[src/rtl/param_sequencer.sv]
// Parameter ROM sequencer: fetches one conv filter (9 taps + bias) or the FC bias
// vector from a synchronous ROM and streams it out over a valid/ready handshake.
module param_sequencer #(
    parameter int DATA_W      = 16,
    parameter int ROM_AW      = 9,
    parameter int NUM_FILTERS = 3,
    parameter int CONV_WORDS  = 10,
    parameter int CONV_BASE   = 0,
    parameter int FC_BASE     = 30,
    parameter int FC_WORDS    = 10
) (
    input  logic                     clk,
    input  logic                     rst,
    input  logic                     start,
    input  logic                     mode,
    input  logic [1:0]               filt_sel,
    output logic                     busy,
    output logic                     done,
    output logic                     err,
    output logic                     rom_en,
    output logic [ROM_AW-1:0]        rom_addr,
    input  logic signed [DATA_W-1:0] rom_data,
    output logic signed [DATA_W-1:0] out_data,
    output logic                     out_valid,
    input  logic                     out_ready,
    output logic                     out_is_bias,
    output logic                     out_last
);

    localparam int MAX_WORDS = (CONV_WORDS > FC_WORDS) ? CONV_WORDS : FC_WORDS;
    localparam int CNT_W     = $clog2(MAX_WORDS + 1);

    typedef enum logic [2:0] {IDLE, FETCH, WAIT_RD, HOLD, DONE} state_t;

    state_t             state;
    logic [ROM_AW-1:0]  base;
    logic [CNT_W-1:0]   idx;
    logic [CNT_W-1:0]   count;
    logic               mode_q;
    logic [CNT_W-1:0]   nxt_idx;

    assign nxt_idx = idx + 1'b1;

    function automatic logic [ROM_AW-1:0] conv_base(input logic [1:0] sel);
        return ROM_AW'(CONV_BASE) + ROM_AW'(sel) * ROM_AW'(CONV_WORDS);
    endfunction

    function automatic logic sel_ok(input logic m, input logic [1:0] sel);
        return m || (32'(sel) < 32'(NUM_FILTERS));
    endfunction

    always_ff @(posedge clk) begin
        if (rst) begin
            state       <= IDLE;
            busy        <= 1'b0;
            done        <= 1'b0;
            err         <= 1'b0;
            rom_en      <= 1'b0;
            rom_addr    <= '0;
            out_data    <= '0;
            out_valid   <= 1'b0;
            out_is_bias <= 1'b0;
            out_last    <= 1'b0;
            base        <= '0;
            idx         <= '0;
            count       <= '0;
            mode_q      <= 1'b0;
        end else begin
            done   <= 1'b0;
            err    <= 1'b0;
            rom_en <= 1'b0;
            case (state)
                IDLE: begin
                    if (start) begin
                        if (sel_ok(mode, filt_sel)) begin
                            state  <= FETCH;
                            busy   <= 1'b1;
                            idx    <= '0;
                            mode_q <= mode;
                            rom_en <= 1'b1;
                            if (mode) begin
                                base     <= ROM_AW'(FC_BASE);
                                rom_addr <= ROM_AW'(FC_BASE);
                                count    <= CNT_W'(FC_WORDS);
                            end else begin
                                base     <= conv_base(filt_sel);
                                rom_addr <= conv_base(filt_sel);
                                count    <= CNT_W'(CONV_WORDS);
                            end
                        end else begin
                            err <= 1'b1;
                        end
                    end
                end
                FETCH: state <= WAIT_RD;
                WAIT_RD: begin
                    // ROM word is valid now, one cycle after rom_en
                    out_data    <= rom_data;
                    out_valid   <= 1'b1;
                    out_last    <= (idx == count - 1'b1);
                    out_is_bias <= mode_q || (idx == CNT_W'(CONV_WORDS - 1));
                    state       <= HOLD;
                end
                HOLD: begin
                    if (out_ready) begin
                        out_valid   <= 1'b0;
                        out_last    <= 1'b0;
                        out_is_bias <= 1'b0;
                        if (out_last) begin
                            done  <= 1'b1;
                            state <= DONE;
                        end else begin
                            idx      <= nxt_idx;
                            rom_en   <= 1'b1;
                            rom_addr <= base + ROM_AW'(nxt_idx);
                            state    <= FETCH;
                        end
                    end
                end
                DONE: begin
                    busy  <= 1'b0;
                    state <= IDLE;
                end
                default: state <= IDLE;
            endcase
        end
    end

endmodule

[config.mk]
export PLATFORM = sky130hd
export DESIGN_NAME = param_sequencer
export DESIGN_NICKNAME = d
export VERILOG_FILES = /design/src/rtl/param_sequencer.sv
export SDC_FILE = /design/constraint.sdc
export NUM_CORES = 1
export LEC_CHECK = 0
export CAP_MARGIN = 30
export CORE_MARGIN = 2
export CORE_UTILIZATION = 40
export DETAILED_ROUTE_END_ITERATION = 8
export PLACE_DENSITY = 0.71
export SLEW_MARGIN = 20
export SYNTH_ARGS = -nofsm -noshare
export SYNTH_HDL_FRONTEND = slang
export SYNTH_SLANG_ARGS = --single-unit
[constraint.sdc]
create_clock -name clk -period 3.82 [get_ports clk]
set_clock_uncertainty 0.1 [all_clocks]
set_input_delay 0.573 -clock clk [delete_from_list [all_inputs] [get_ports clk]]
set_output_delay 0.573 -clock clk [all_outputs]
set_load 0.05 [all_outputs]
Word-level counts from Yosys, hierarchy flattened

Index checks and enable logic that the tools add are counted.

Flip-flop bits (word level): 50
Bits in latches: 0
Memory bits (writable): 0
ROM bits: 0
Input port bits: 23
Logic and storage cells: 76
Memories: 0

Add/sub/neg operators: 3
$mul: 1
Divide/modulo/power cells: 0
Magnitude comparators: 1
Equal/unequal tests: 10
Shift-type cells: 0
Muxes and demuxes: 30
Bitwise operators: 4
Reductions and logical operators: 13

Operators with widths:

| operator                                                              | count |
|---|---|
| 9-bit 2-to-1 mux                                                      | 4 |
| 9-bit case mux with 2 select lines                                    | 1 |
| 4-bit 2-to-1 mux                                                      | 4 |
| 3-bit 2-to-1 mux                                                      | 4 |
| 3-bit case mux with 4 select lines                                    | 1 |
| 1-bit case mux with 2 select lines                                    | 5 |
| 9-bit by 4-bit adder with 9-bit output                                | 1 |
| 1-bit 2-to-1 mux                                                      | 9 |
| 3-bit AND reduction                                                   | 3 |
| 2-bit inequality test, second input constant                          | 4 |
| 4-bit case mux with 2 select lines                                    | 1 |
| 3-bit by 2-bit equality test with 1-bit output, second input constant | 2 |
| 6-bit 2-to-1 mux                                                      | 1 |
| 2-bit nonzero test                                                    | 3 |
| 3-bit OR reduction                                                    | 2 |
| 2-bit by 3-bit multiplier with 5-bit output, second input constant    | 1 |
| 5-bit AND reduction                                                   | 1 |
| 4-bit by 1-bit adder with 4-bit output, second input constant         | 1 |
| 4-bit equality test                                                   | 1 |
| 4-bit equality test, second input constant                            | 1 |
| 1-bit NOT                                                             | 4 |
| 4-bit by 1-bit subtractor with 4-bit output, second input constant    | 1 |
| 3-bit by 1-bit equality test with 1-bit output, second input constant | 1 |
| 3-bit equality test, second input constant                            | 1 |
| other kinds (4)                                                       | 5 |

Logic depth before layout (Yosys ltp)

Depth in word-level cells: 5
Depth in mapped cells: 9

Least setup slack after synthesis

Ideal clock, no wire load.

Path kind: register to register
Start: register idx[1]
End: register rom_addr[3]
Setup time: 0.134 ns
Arrival time: 1.689 ns
Slack: 1.897 ns
Stages on the path, launching flop included: 9
Buffers on the path: 0
Clock period less this slack: 1.923 ns
Cells stage by stage: dfxtp_1 -> inv_1 -> ha_1 -> inv_1 -> ha_1 -> fa_1 -> xor2_1 -> o211ai_1 -> a21oi_1

Cells in the longest elaborated chain, start to end: 5

Ends and longest elaborated chain:

| item                                   | RTL line | text |
|---|---|---|
| from (decl)                            | 37       | `logic [CNT_W-1:0] idx;` |
| from (signal assigned)                 | 113      | `idx <= nxt_idx;` |
| 4-bit by 1-bit adder with 4-bit output | 42       | `assign nxt_idx = idx + 1'b1;` |
| 9-bit by 4-bit adder with 9-bit output | 115      | `rom_addr <= base + ROM_AW'(nxt_idx);` |
| 9-bit 2-to-1 mux                       | 109      | `if (out_last) begin` |
| 9-bit 2-to-1 mux                       | 105      | `if (out_ready) begin` |
| 9-bit case mux with 2 select lines     | 72       | `case (state)` |
| to (signal assigned)                   | 83       | `rom_addr <= ROM_AW'(FC_BASE);` |
| to (signal assigned)                   | 87       | `rom_addr <= conv_base(filt_sel);` |
| to (signal assigned)                   | 115      |  |
| to (decl)                              | 21       | `output logic [ROM_AW-1:0] rom_addr,` |

No other way between the ends. The select of a mux whose other input is x is not followed.
A chain may end at the register's enable or synchronous reset.

==> flow_metrics.tcl <==
set metrics [dict create \
    finalPower_mw 0.9367 \
    clkTransAtPathRegs_ns 0.07 \
    nFillCells 380 \
    cp-end-kind "output port" \
    place.gp.congestion 0.7689 \
    start_util 0.4243 \
    cp_slowest_cell "clkdlybuf4s50_1" \
    hold_path_class "flop to flop" \
    maxCapViolCount 0 \
    critical_path_arrival_ns 1.61 \
    syn_avg_cell_area_um2 8.608 \
    cp_num_buf_inv 1 \
    synthFlopType "dfxtp_1" \
    overflow 0 \
    r2r_slack_ns 1.75 \
    ys_ff_latch 39 \
    grt.total_usage 0.1608 \
    die_area_um2 4845 \
    cts_tree "built" \
    drc 0 \
    via_count 1485 \
    hold_buffers 0 \
    crit_family "buffers and inverters" \
    clockRootBuffer "clkbuf_8" \
    grt_max_degree 25 \
    wl_per_cell_um 12.52 \
    synthTopCellsByCount "nand2_1, dfxtp_1, a21oi_1" \
    syn_area_um2 1722 \
    drive_above_1_share 0.06073 \
    htree_levels 2 \
    critPathKind "flop to output port" \
    synth_top_cell_area_share 0.4535 \
    drt_iter0_markers 122 \
    slew_violations 0 \
    dp_hpwl_um 2586 \
    syn_inst 200 \
    num_rows 23 \
    rsz0062_at_grt "false" \
    syn2layout_area_growth_pct 34.23 \
    fp.dieH_um 69.61 \
    finalCritPeriodShare 0.5968 \
    antenna_found_initial 0 \
    via_per_inst 5.000 \
    portBuffers 51 \
    async_reset_ff_frac 0 \
    yosys-top-cells-area "dfxtp_1, nand2_1, a21oi_1" \
    final-setup-viol-count 0 \
    hold_violations 0 \
    n_antenna_cell 0 \
    vdd_ir_drop_max_mv 0.2094 \
    insertion_delay_ns 0.29 \
    numClockSinks 39 \
    worstPathRequired_ns 3.15 \
    grt_pass1_vias 1375 \
    wl_um 3719 \
    path_cells "clkdlybuf4s50_1" \
    synth_edf_count 0 \
    first_pass_iters 4 \
    fp.coreArea_um2 4058 \
    max_freq_ghz 0.4387 \
    drtAntennaViolNets 0 \
    period_minus_slack_ns 2.280 \
    relSlewSlack 0.4212 \
    max_stage_delay_ns 0.87 \
    grt_pass1_wl_um 6451 \
    p_leak_nw 0.8461 \
    yosysTopAreaCell "dfxtp_1" \
    fin_nets 276 \
    multi_input_area_um2 847.1 \
    synth_most_common_cell "nand2_1" \
    hold_slack_ns 0.3540 \
    ctsResizeCount 0 \
    power_density_nw_per_um2 405.3 \
    worst_slew_pin_slew_ns 0.8655 \
    boundaryPins 55 \
    ys_warn_count 0 \
    synth.distinct_cells 37 \
    start_kind "flop" \
    run_status "finished, final reports clean" \
    synth-seq-area-share 0.4535 \
    register_area_um2 780.7 \
    die_w_um 69.61 \
    critPathMaxFanout 7 \
    fin_tns_setup_ns 0 \
    numCtsBuffers 5 \
    clockBufferDepth 2 \
    post-cts-setup-buffer-count 0 \
]
-- kinds of logic after synthesis --
| family | Yosys count | share of synthesized area |
|---|---|---|
| other | 1 | 0.002178 |
| xor gates and xnor gates | 4 | 0.02035 |
| buffers and inverters | 17 | 0.05887 |
| adders and majority gates | 6 | 0.04797 |
| AOI/OAI and AO/OA | 47 | 0.1708 |
| and+or+nand+nor | 86 | 0.2464 |
| DFF | 39 | 0.4535 |
-- power breakdown --
group	total [mW]	leakage, nW	switching (mW)	internal [mW]
Clock	0.276	0.0470	0.134	0.142
Sequential	0.449	0.318	0.0188	0.430
Combinational	0.211	0.481	0.130	0.0815
Total	0.937	0.846	0.283	0.654
-- cells in the final DEF (no fill, tap or decap), drive strengths merged, types with 2 or more instances in the layout --
master and count:
clkdlybuf4s50 51, nand2 46, dfxtp 39, a21oi 33
nor3 9, nor2 8, nand3 7, clkbuf 6
ha 5, nand3b 4, xor2 3, and3b 3
o21ai 3, conb 3, nor3b 3, inv 2
nor4 2, o211ai 2, buf 2, a22oi 2
-- final cells by class --
class                   instances  area share
inverters                       2    0.003249
multi-input cells             146      0.3665
well taps                      50     0.02707
clock buffers                   6     0.03573
clock inverters                 1    0.002166
repair buffers                 53      0.2274
flip-flops and latches         39      0.3378
-- through the flow --
| step | worst slack, ns | util | instances | area (um^2) |
|---|---|---|---|---|
| 3_3_place_gp | 1.525 | 0.5479 | 290 | 2223 |
| 6_report | 1.540 | 0.5695 | 297 | 2311 |
| 3_5_place_dp | 1.489 | 0.5479 | 290 | 2223 |
| 2_1_floorplan | 1.897 | - | 202 | 1729 |
| 5_1_grt | 1.470 | 0.5695 | 297 | 2311 |
| 4_1_cts | 1.536 | 0.5695 | 297 | 2311 |
-- final timing paths --
| kind | start | end | cells past startpoint |
|---|---|---|---|
| hold reg to reg | out_data[6] | out_data[6] | 2 |
| hold / removal | out_data[6] | out_data[6] | 2 |
| setup / recovery | idx[0] | rom_addr[0] | 1 |
| setup reg to reg | idx[1] | rom_addr[3] | 8 |
-- registers in the layout (all words and copies together) (netlist names) --
name	flops
done	1
idx	4
base	2
busy	1
count	1
out_last	1
err	1
rom_en	1
out_is_bias	1
rom_addr	5
out_valid	1
state	3
mode_q	1
out_data	16
-- routing by layer --
metal	global-route usage	up-vias	wire length [um]
met5	0	-	0
met4	0.03922	0	41
met3	0.04797	5	202
met2	0.2479	34	1729
met1	0.2204	670	1746
li1	-	776	-
No activity file was read; power rests on OpenSTA's default activity.
